`src/rtl/sha256_pkg.sv`:
```
// Shared types for the SHA-256 accelerator datapath.
// Holds the transaction-ID width and the ID type.
package sha256_pkg;

  localparam int ID_W = 6;

  typedef logic [ID_W-1:0] id_t;

endpackage

```
`src/rtl/sha256_id_issuer.sv`:
```
// Issues sequential IDs to two consumers (cfg, buf) over
// independent valid/ready channels; an ID retires only once both accept.
// Ports:
//   clk, sync_rst (sync, active-high), en (launch enable)
//   id_out, id_out_last (always 1)
//   id_out_cfg_valid/ready : concatenator channel
//   id_out_buf_valid/ready : ID buffer channel
module sha256_id_issuer
  import sha256_pkg::*;
(
  input  logic clk,
  input  logic sync_rst,
  input  logic en,
  output id_t  id_out,
  output logic id_out_last,
  output logic id_out_cfg_valid,
  input  logic id_out_cfg_ready,
  output logic id_out_buf_valid,
  input  logic id_out_buf_ready
);

  id_t  next_id_q, next_id_d;
  id_t  id_q, id_d;
  logic cfg_v_q, cfg_v_d;
  logic buf_v_q, buf_v_d;

  logic cfg_hs, buf_hs;
  logic cfg_done, buf_done;
  logic launch;

  assign cfg_hs   = cfg_v_q & id_out_cfg_ready;
  assign buf_hs   = buf_v_q & id_out_buf_ready;
  // A channel is free when idle or accepting this cycle,
  // so simultaneous final handshakes launch with no bubble.
  assign cfg_done = ~cfg_v_q | cfg_hs;
  assign buf_done = ~buf_v_q | buf_hs;
  assign launch   = en & cfg_done & buf_done;

  always_comb begin
    next_id_d = next_id_q;
    id_d      = id_q;
    cfg_v_d   = cfg_v_q;
    buf_v_d   = buf_v_q;
    if (launch) begin
      id_d      = next_id_q;
      next_id_d = next_id_q + 1'b1;
      cfg_v_d   = 1'b1;
      buf_v_d   = 1'b1;
    end else begin
      if (cfg_hs) cfg_v_d = 1'b0;
      if (buf_hs) buf_v_d = 1'b0;
    end
  end

  always_ff @(posedge clk) begin
    if (sync_rst) begin
      next_id_q <= '0;
      id_q      <= '0;
      cfg_v_q   <= 1'b0;
      buf_v_q   <= 1'b0;
    end else begin
      next_id_q <= next_id_d;
      id_q      <= id_d;
      cfg_v_q   <= cfg_v_d;
      buf_v_q   <= buf_v_d;
    end
  end

  assign id_out           = id_q;
  assign id_out_last      = 1'b1;
  assign id_out_cfg_valid = cfg_v_q;
  assign id_out_buf_valid = buf_v_q;

endmodule

```
`config.mk`:
```
export PLATFORM = sky130hd
export DESIGN_NAME = sha256_id_issuer
export DESIGN_NICKNAME = d
export VERILOG_FILES = /design/src/rtl/sha256_pkg.sv /design/src/rtl/sha256_id_issuer.sv
export SDC_FILE = /design/constraint.sdc
export NUM_CORES = 1
export LEC_CHECK = 0
export ABC_AREA = 1
export CAP_MARGIN = 20
export CORE_MARGIN = 2
export CORE_UTILIZATION = 40
export CTS_BUF_LIST = sky130_fd_sc_hd__clkbuf_8
export DETAILED_ROUTE_END_ITERATION = 7
export PLACE_DENSITY_LB_ADDON = 0.3
export SKIP_CTS_REPAIR_TIMING = 1
export SLEW_MARGIN = 20
export SYNTH_ARGS = -nofsm -noshare
export SYNTH_HDL_FRONTEND = slang
export SYNTH_SLANG_ARGS = --single-unit
```
`constraint.sdc`:
```
create_clock -name clk -period 2.4 [get_ports clk]
set_clock_uncertainty 0.05 [all_clocks]
set_input_delay 0.36 -clock clk [delete_from_list [all_inputs] [get_ports clk]]
set_output_delay 0.36 -clock clk [all_outputs]
set_load 0.05 [all_outputs]
```
==> impl_metrics.toml <==
[power_and_ir_drop]
p_per_area_nw_per_um2 = 607
power_leakage_uw = 0.000321
p_total_uw = 508
irDropWorstVdd_uv = 334

[place]
post-dp-hpwl_um = 827
placed_cell_area_um2 = 796
portBuffers = 12
dp_cells = 105
place.gp.congestion = 0.805

[grt]
grt_first_pass_wirelength_mm = 1.88
grt_pass1_vias = 482
grt_start_max_net_pins = 16
grt_overflow = 0
antenna_found_initial = 0
track_usage_pct = 13.3

[cts]
cts_tree = "yes"
clock_latency_ns = 0.24
clock-sinks = 14
numCtsBuffers = 3
root_buffer = "clkbuf_8"
clk_path_buf_depth = 2
htreeDepth = 1
clk_pin_slew_ns = 0.05

[cells_and_area]
post_route_cells_drive_above_1_share_pct = 31.5
fin_area_um2 = 837
stdcell_count = 108
fillers = 145
num_antenna_cells = 0
final_net_count = 100
area_delta_synth_final_pct = 23.0

[setup_path]
cp_top_family = "buffers and inverters"
crit_path_end_kind = "output pin"
r2r-end = "next_id_q[4]"
start_kind = "flop"
cp_num_buf_inv = 1
rr_startpoint = "next_id_q[0]"
r2r_slack_ns = 1.25
slowest_stage = "clkdlybuf4s50_1"
worst-endpoint-arrival_ns = 1.42
cp.required_ns = 1.99
cpPeakStageDelay_ns = 0.81
path_max_fanout = 2
crit_type = "reg2out"
reg2reg_depth = 6
critical_path.cell_chain = "clkdlybuf4s50_1"

[timing]
finalHoldViolations = 0
rsz0062_at_grt = "no"
fin_crit_ns = 1.83
fin_crit_sh_pct = 76.3
slew_viol_final = 0
max_freq_mhz = 546
finalSetupViolations = 0
tns_ns = 0

[detailed_routing]
wl_met2_um = 538
ant_nets = 0
drtIter0Drc = 10
wirelength_mm = 1.11
firstDrtPassIters = 4
met3_length_um = 68
vias = 537
wire_per_inst_um = 10.3
viasPerCell = 4.97
met1_length_um = 485
highest_layer = "met4"
drc = 0

[hold_path]
holdPathEnd = "id_out[5]"
holdPathStages = 2
min-delay-start = "id_out[5]"
hp-class = "reg2reg"

[floorplanning]
rows = 14
io_pins = 14
core_area_um2 = 1560
die_h_um = 45.3
die_area_um2 = 2050
start_util_pct = 43.7
die_w_um = 45.3

[status]
status = "complete, no violations"

[synth]
synth.distinct_cells = 18
synth_cells = 79
seq_area_frac_synth_pct = 41.2
synth_area_per_cell_um2 = 8.62
ys_ff_latch = 14
syn_nets = 85
netlist_area_um2 = 681
ys_warn_count = 0

[flow_run]
cap_violations = 0
synth_stat cells, drive strengths merged:
master	count	area share (%)
a21oi	14	16
buf	3	4.8
conb	1	0.55
dfxtp	14	41
ha	1	1.8
inv	7	3.9
nand2	27	21
nand3	6	5.1
nand4	1	0.92
nor2	5	5.1
worst min-delay path: cells and delay by family (launching register included):
family             cells  cell delay (ns)
AOI/OAI and AO/OA      1             0.05
DFF                    1             0.30
and+or+nand+nor        1             0.08
cells by family (layout without fill, tap and decap cells):
| group | after synthesis | in the layout | share of synthesized area (%) |
|---|---|---|---|
| AO/OA/AOI/OAI | 14 | 14 | 15.8 |
| adder cells (fa/ha/maj) | 1 | 1 | 1.84 |
| AND/OR/NAND/NOR | 39 | 39 | 32.0 |
| flip-flops | 14 | 14 | 41.2 |
| buffers and inverters | 10 | 23 | 8.64 |
| other | 1 | 1 | 0.551 |
cells in the final DEF, fill, tap and decap left out, drive strengths merged:
master and count:
nand3 6, conb 1, nor2 5, ha 1
a21oi 14, buf 1, dfxtp 14, nand4 1
nand2 27, clkbuf 3, clkdlybuf4s50 12, inv 7
metrics by stage:
stage                     hold WS [ns]  setup WS [ns]  util (%)
after floorplan                  0.372           1.03         -
after CTS                        0.424          0.563      53.7
after global routing             0.450          0.543      53.7
final                            0.423          0.569      53.7
after global placement           0.414          0.780      51.0
after detailed placement         0.415          0.746      51.0
power breakdown:
group	switching [uW]	leakage [uW]	internal [uW]
registers	6.42	0.000114	239
clock network	76.7	0.0000216	111
logic	48.8	0.000186	26.2
area by class of cell:
type                            instances  area, um2  share of cell area [%]
Inverter                                7       26.3                    3.14
Sequential cell                        14        280                    33.5
Timing Repair Buffer                   13        128                    15.2
Tap cell                               16       20.0                    2.39
Multi-Input combinational cell         55        342                    40.8
Clock buffer                            3       41.3                    4.93
routing by layer:
| metal | track usage [%] | vias up |
|---|---|---|
| met5 | 0 | - |
| met2 | 21.1 | 17 |
| met1 | 14.8 | 239 |
| met4 | 10.6 | 0 |
| met3 | 3.60 | 4 |
| li1 | - | 277 |
sequential cells by signal (all words and copies together), names as in the netlist:
| name | count |
|---|---|
| id_out | 6 |
| id_out_buf_valid | 1 |
| id_out_cfg_valid | 1 |
| next_id_q | 6 |
worst max-delay path by stage:
| stage | end | cells after the start | slack (ns) | from |
|---|---|---|---|---|
| 3_5_place_dp | next_id_q[3] | 8 | 0.75 | id_out_cfg_ready |
| 5_1_grt | id_out_cfg_valid | 1 | 0.54 | id_out_cfg_valid |
| 3_3_place_gp | next_id_q[3] | 8 | 0.78 | id_out_buf_ready |
| 2_1_floorplan | next_id_q[5] | 6 | 1.03 | id_out_buf_valid |
| 6_report | id_out_cfg_valid | 1 | 0.57 | id_out_cfg_valid |
| 4_1_cts | id_out_cfg_valid | 1 | 0.56 | id_out_cfg_valid |
Note: power is estimated with default switching activity, not from simulation.
